$ cat config.mk
export PLATFORM = sky130hd
export DESIGN_NAME = fetch_pc_unit
export DESIGN_NICKNAME = d
export VERILOG_FILES = /design/src/rtl/carp_fetch_pkg.sv /design/src/rtl/fetch_pc_unit.sv
export SDC_FILE = /design/constraint.sdc
export NUM_CORES = 1
export LEC_CHECK = 0
export BUFFER_PORTS_ARGS = -buffer_cell sky130_fd_sc_hd__buf_2
export CORE_MARGIN = 2
export CORE_UTILIZATION = 41
export DETAILED_ROUTE_END_ITERATION = 7
export HOLD_SLACK_MARGIN = 0.02
export PLACE_DENSITY = 0.83
export SLEW_MARGIN = 10
export SYNTH_ARGS = -nofsm -noshare
export SYNTH_HDL_FRONTEND = slang
export SYNTH_SLANG_ARGS = --single-unit
export TNS_END_PERCENT = 10
$ cat constraint.sdc
create_clock -name CLK -period 1.7 [get_ports CLK]
set_input_delay 0.34 -clock CLK [delete_from_list [all_inputs] [get_ports CLK]]
set_output_delay 0.34 -clock CLK [all_outputs]
set_load 0.1 [all_outputs]
$ cat src/rtl/carp_fetch_pkg.sv
// Shared types and constants for the fetch PC unit.
//   fetch_state_t : fetch handshake states
//   INSN_W        : instruction / PC width
//   PC_STEP       : sequential PC increment
package carp_fetch_pkg;

    localparam int          INSN_W  = 32;
    localparam logic [31:0] PC_STEP = 32'd4;

    typedef enum logic [2:0] {
        IDLE  = 3'd0,
        REQ   = 3'd1,
        WAIT  = 3'd2,
        DRAIN = 3'd3,
        HOLD  = 3'd4,
        FAULT = 3'd5
    } fetch_state_t;

endpackage

$ cat src/rtl/fetch_pc_unit.sv
// Program counter and instruction-fetch handshake.
//
// Holds the PC, issues one instruction-memory fetch at a time and presents
// the returned word to decode with a valid/ready handshake. Redirects (FLUSH)
// load NEXT_PC from the external PC-source mux; a response still owed by
// memory after a redirect is swallowed in DRAIN.
//
// Optional feature macro: FETCH_MISALIGN_EN
//   defined   : misaligned PC loads are kept as-is, raise MISALIGN and park in FAULT
//   undefined : loaded PC[1:0] forced to 0, MISALIGN tied 0
//
// Ports:
//   CLK, RST_N           clock, async active-low reset
//   NEXT_PC              next PC from PC-source mux
//   PC, PC_PLUS4         current PC, PC+4 (to mux D0)
//   FLUSH                redirect
//   IMEM_REQ/ADDR/GNT    fetch request channel
//   IMEM_RVALID/RDATA    fetch response channel
//   IR_VALID/READY       decode handshake
//   IR, IR_PC            held instruction and its PC
//   MISALIGN             misaligned-target flag
//
// state | meaning
// ------+-----------------------------------------------------------
// IDLE  | out of reset, request starts next cycle
// REQ   | IMEM_REQ high, waiting for grant
// WAIT  | granted, waiting for the response
// DRAIN | response owed to a redirected fetch, discard it
// HOLD  | instruction held for decode
// FAULT | misaligned PC loaded, only an aligned FLUSH leaves
module fetch_pc_unit
    import carp_fetch_pkg::*;
#(
    parameter logic [31:0] RESET_VECTOR = 32'h0000_0000
) (
    input  logic              CLK,
    input  logic              RST_N,
    input  logic [31:0]       NEXT_PC,
    output logic [31:0]       PC,
    output logic [31:0]       PC_PLUS4,
    input  logic              FLUSH,
    output logic              IMEM_REQ,
    output logic [31:0]       IMEM_ADDR,
    input  logic              IMEM_GNT,
    input  logic              IMEM_RVALID,
    input  logic [INSN_W-1:0] IMEM_RDATA,
    output logic              IR_VALID,
    input  logic              IR_READY,
    output logic [INSN_W-1:0] IR,
    output logic [31:0]       IR_PC,
    output logic              MISALIGN
);

    fetch_state_t      state_q;
    logic [31:0]       pc_q;
    logic [INSN_W-1:0] ir_q;
    logic [31:0]       ir_pc_q;
    logic              ir_valid_q;
    logic [31:0]       load_pc;
    logic              load_en;
    logic              load_bad;

`ifdef FETCH_MISALIGN_EN
    logic misalign_q;
    assign load_pc  = NEXT_PC;
    assign load_bad = |NEXT_PC[1:0];
    assign MISALIGN = misalign_q;
`else
    logic [1:0] unused_next_pc_lsb;
    assign unused_next_pc_lsb = NEXT_PC[1:0];
    assign load_pc  = {NEXT_PC[31:2], 2'b00};
    assign load_bad = 1'b0;
    assign MISALIGN = 1'b0;
`endif

    // Every PC load shares one path; only the trigger differs per state.
    assign load_en = (FLUSH && (state_q != IDLE)) ||
                     ((state_q == HOLD) && IR_READY);

    // A misaligned load diverts whatever the intended next state was.
    function automatic fetch_state_t load_target(input fetch_state_t dest,
                                                 input logic         bad);
        return bad ? FAULT : dest;
    endfunction

    always_ff @(posedge CLK or negedge RST_N) begin
        if (!RST_N) begin
            state_q    <= IDLE;
            pc_q       <= RESET_VECTOR;
            ir_q       <= '0;
            ir_pc_q    <= '0;
            ir_valid_q <= 1'b0;
`ifdef FETCH_MISALIGN_EN
            misalign_q <= 1'b0;
`endif
        end else begin
            if (load_en) begin
                pc_q <= load_pc;
`ifdef FETCH_MISALIGN_EN
                misalign_q <= load_bad;
`endif
            end
            case (state_q)
                IDLE: state_q <= REQ;
                REQ: begin
                    if (FLUSH) begin
                        // A grant in the flush cycle still owes a response.
                        state_q <= load_target(IMEM_GNT ? DRAIN : REQ, load_bad);
                    end else if (IMEM_GNT) begin
                        state_q <= WAIT;
                    end
                end
                WAIT: begin
                    if (FLUSH) begin
                        state_q <= load_target(IMEM_RVALID ? REQ : DRAIN, load_bad);
                    end else if (IMEM_RVALID) begin
                        ir_q       <= IMEM_RDATA;
                        ir_pc_q    <= pc_q;
                        ir_valid_q <= 1'b1;
                        state_q    <= HOLD;
                    end
                end
                DRAIN: begin
                    if (FLUSH) begin
                        state_q <= load_target(IMEM_RVALID ? REQ : DRAIN, load_bad);
                    end else if (IMEM_RVALID) begin
                        state_q <= REQ;
                    end
                end
                HOLD: begin
                    if (FLUSH || IR_READY) begin
                        ir_valid_q <= 1'b0;
                        state_q    <= load_target(REQ, load_bad);
                    end
                end
`ifdef FETCH_MISALIGN_EN
                FAULT: begin
                    if (FLUSH) begin
                        state_q <= load_target(REQ, load_bad);
                    end
                end
`endif
                default: state_q <= IDLE;
            endcase
        end
    end

    assign PC        = pc_q;
    assign PC_PLUS4  = pc_q + PC_STEP;
    assign IMEM_REQ  = (state_q == REQ);
    assign IMEM_ADDR = pc_q;
    assign IR        = ir_q;
    assign IR_PC     = ir_pc_q;
    assign IR_VALID  = ir_valid_q;

endmodule

* Yosys cells after proc, flatten, opt, wreduce, memory -nomap -nowiden
Cells that the tools add are included.
** Cells by class
- Reduce and logical (&&, ||, !) cells :: 10
- Equal/unequal tests :: 10
- $add $sub $neg :: 1
- Mux-type cells :: 14
- Bitwise logic cells :: 1
** Operators with widths (count)
- $add A32 B3 Y32 const B :: 1
- $mux W3 :: 7
- $pmux W3 S5 :: 1
- $reduce_and A4 Y1 :: 2
- $eq A3 B2 Y1 const B :: 2
- $ne A3 B3 Y1 const B :: 2
- $mux W2 :: 2
- $ne A2 B2 Y1 const B :: 2
- $eq A3 B1 Y1 const B :: 1
- $eq A3 B3 Y1 const B :: 1
- $logic_not A3 Y1 :: 1
- $mux W1 :: 3
- $ne A3 B2 Y1 const B :: 1
- $reduce_and A3 Y1 :: 1
- $reduce_bool A3 Y1 :: 1
- $logic_and A1 B1 Y1 :: 2
- $logic_or A1 B1 Y1 :: 2
- $ne A2 B1 Y1 const B :: 1
- $pmux W1 S2 :: 1
- $reduce_bool A2 Y1 :: 1
- $not A1 Y1 :: 1
** Word-level totals
- Word-level logic and storage cells :: 41
- Input port bits :: 70
- Register bits after elaboration :: 96
- Output and inout port bits :: 163

* Depth between registers and ports, before layout
- Depth after elaboration :: 3
- Gate-level depth with buffers :: 6
- Gate-level depth less buffers :: 5

* Worst setup path after synthesis
OpenSTA, ideal clock, no wires.
- Path type :: flip-flop to output port
- Start point :: register pc_q[2] (netlist: IMEM_ADDR[2])
- End point :: output PC_PLUS4[30]
- Path buffers :: 1
- Cell stages (with the launch flop) :: 7
- Setup slack :: -2.217 ns
- Required time :: 1.360 ns
- Arrival time :: 3.577 ns
- Cell sequence :: dfrtp_1 -> ha_1 -> nand2_1 -> or3_1 -> buf_2 -> nor3_1 -> xor2_1
** Between the ends
- Cells in the longest elaborated chain, start to end :: 1
** Ends and longest elaborated chain
- start, declared :: line fetch_pc_unit.sv:55 : logic [31:0] pc_q;
- start signal, assigned :: line fetch_pc_unit.sv:98 : pc_q <= load_pc;
- $add A32 B3 Y32 :: line fetch_pc_unit.sv:149 : assign PC_PLUS4 = pc_q + PC_STEP;
- end, declared :: line fetch_pc_unit.sv:40 : output logic [31:0] PC_PLUS4,
Every way passes these cells.

* Worst setup path in the final report
- Start point :: register pc_q[11] (netlist: IMEM_ADDR[11])
- End point :: output PC_PLUS4[25]
The elaborated chain is that of the path after synthesis.

==> summary.txt <==
Drt
  – DR vias: 3720
  – Via/cell ratio: slightly below 5
  – Post-route DRC: 0
  – Post-DRT Antenna Nets: 0
  – Total routed wirelength: about 13000 um
  – Starting DRT DRC Count: between 100 and 150
  – 1st-pass router iterations: 4
  – DR WL/cell: between 15 and 20 um

Timing
  – Slew @ Worst Pin: around 550 ps
  – Clk_skew: approximately 13 ps
  – Max Slew Vio Count: 0
  – Final hold violations: 2
  – Tmin final: roughly 2600 ps
  – Final Cycle Share: 152%
  – Final worst slack: -879 ps
  – Setup violations, final: 29
  – Slew HR: 63.3%
  – Hold slack: -11.9 ps
  – Max Clock Freq: roughly 0.39 GHz
  – RSZ-0062 raised after global routing: true

Critical path
  – Worst Setup EP: PC_PLUS4[25]
  – Crit Path Class: register to output pin
  – Critical path origin: IMEM_ADDR[11]
  – R2R depth: 5
  – Worst setup EP type: output pin
  – Element type at the critical path start: register
  – Crit-path slowest cell: dfrtp_4
  – CP required: approximately 1400 ps
  – Worst r2r src: state_q[0]
  – Worst endpoint data arrival time: 2240 ps
  – R2R Path End: IR[12]
  – Worst reg2reg setup slack: about 60 ps
  – Worst-path maximum fanout: 5
  – Crit path largest cell delay: roughly 430 ps
  – Crit-path cells: nand4_1, or3_4, buf_6, nor3_2, buf_4, xor2_4, buf_12

Synthesis
  – Synth warn: 0
  – Yosys top cell area share: 52.9%
  – Largest area contributor in the netlist: dfrtp_1
  – Synth unique cells: 37
  – Top area cells in the synthesized netlist: dfrtp_1 (53%), mux2_2 (23%), buf_4 (6.4%)
  – Synthesis-stage register bit count: 96
  – Predominant post-synthesis flop cell: dfrtp_1
  – Most frequent cells after synthesis: dfrtp_1 (96), mux2_2 (92), buf_4 (39)
  – Most common cell in the synthesized netlist: dfrtp_1
  – Number of flops mapped to enable cells by yosys: 0
  – Netlist Area Pre-Place: between 4000 and 5000 um2
  – Avg Cell Area, Syn: about 13 um2
  – Post-synthesis cell count: 350
  – Post-synthesis sequential area ratio: a little over half
  – Ys async rst share: between 90% and 100%

Clock tree
  – Clk Latency, worst-skew pair: ~360 ps
  – Reg clk slew, reported paths: roughly 100 ps
  – CTS tree: done
  – Htree depth: 3
  – Hold_buf cts: 0
  – Root Driver: clkbuf_8
  – CTS buffer count: 9
  – Clk sink count: 96
  – Clock buffer depth: 2

Final layout
  – Cell area after layout: 7700 um2
  – Fillers: 695
  – Area Overhead vs Synth: 69.6%
  – Final Util: between 70% and 80%
  – Nets@finish: just under 700
  – Ant diodes: 0
  – Layout cell share with drive strength beyond 1: 80.6%
  – Post-Layout Cell Count: between 700 and 800

Die
  – Initial cell density of the core: a little over two fifths
  – Die width: 109 um
  – Die Height: roughly 110 um
  – Num rows: 38
  – IO Pins: ~230
  – Core box area: around 11000 um2
  – Die ar.: 11900 um2

Placed design
  – Placed wire-length estimate: 9150 um
  – Final Wtd Congestion: approximately 0.8
  – I/O Buffers: between 200 and 250
  – Placed cell count: ~730
  – Placed cell area: a little over 7000 um2

Global routing
  – Grt ovf: 0
  – Largest net degree at the start of global routing: 97
  – Initial antenna violation count: 0
  – First-pass GRT wire length: slightly below 20000 um
  – Vias in the first global route: ~3800
  – Total track usage: between 20% and 30%

Outcome
  – Failing checks: negative hold slack, negative setup slack
  – Run status: complete, but fails checks

Run
  – Max cap viols: 0

Worst hold path
  – HP Class: input port to asynchronous set/reset pin
==> worst max-delay path: cells and delay by family, from the launching register on <==
| family | cells | cell delay, ps |
|---|---|---|
| xor gates and xnor gates | 1 | 160 |
| buffers and inverters | 3 | 520 |
| and+or+nand+nor | 3 | 760 |
| DFF | 1 | 430 |
==> worst min path at each step <==
stage	from	to	slack (ps)	cells after the start
2_1_floorplan	RST_N	IMEM_ADDR[17]	40	0
3_3_place_gp	RST_N	IR_PC[25]	420	2
3_5_place_dp	RST_N	IR_PC[25]	430	2
4_1_cts	RST_N	IR_PC[25]	40	2
5_1_grt	RST_N	IR_PC[25]	50	2
6_report	RST_N	IR_PC[25]	-10	2
==> layout by cell type, fill, tap and decap left out, types with 6 or more instances in the layout <==
cell type / n
xnor2_2: 6
buf_12: 38
dfrtp_2: 9
nand3_1: 6
dfrtp_4: 22
buf_6: 12
buf_4: 98
nand2_1: 9
clkbuf_8: 9
mux2_2: 92
buf_2: 134
xor2_4: 17
clkbuf_4: 8
dfrtp_1: 65
conb_1: 9
==> what timing repair did <==
action	CTS	global route
resized for setup	76	28
cloned	0	1
endpoints found under the setup margin	77	85
buffers inserted	5	2
pin swaps	20	6
==> sequential cells by signal (all words and copies together) (netlist names) <==
name	cells
IR_VALID	1
IR_PC	30
state_q	3
IR	32
IMEM_ADDR	30
==> kinds of logic after synthesis <==
kind of cell,count (synthesis),synth area share (%)
muxes,92,22.8
xor gates and xnor gates,28,5.40
and+or+nand+nor,64,8.51
buffers and inverters,57,8.40
adders and majority gates,1,0.276
AOI/OAI and AO/OA,11,1.60
DFF,96,52.9
other,1,0.0826
==> stage by stage <==
step           worst slack [ps]  TNS [ps]
2_1_floorplan              -949    -23260
3_3_place_gp               -446     -7210
3_5_place_dp               -497     -9030
4_1_cts                    -839    -18310
5_1_grt                    -963    -21110
6_report                   -879    -18510
==> per-layer routing <==
| layer | vias to the layer above | share of wire, % | GRT usage [%] |
|---|---|---|---|
| met5 | - | 0 | 0 |
| met2 | 159 | 55 | 38.6 |
| met3 | 26 | 6.1 | 4.66 |
| met1 | 1855 | 37 | 24.9 |
| met4 | 0 | 2.4 | 10.3 |
| li1 | 1680 | - | - |
==> area by class of cell <==
type | count | area, um2 | area share, %
multi-input combinational | 205 | 2410 | 31.3
tap | 140 | 175 | 2.27
inverter | 5 | 21.3 | 0.276
sequential | 96 | 2500 | 32.4
clock buffer | 9 | 124 | 1.61
timing repair buffer | 291 | 2380 | 30.9
clock inverter | 7 | 95.1 | 1.23
Power is left out: the tool's default activity adds up to more than one toggle a clock period on the data nets, which glitch-free logic cannot reach.
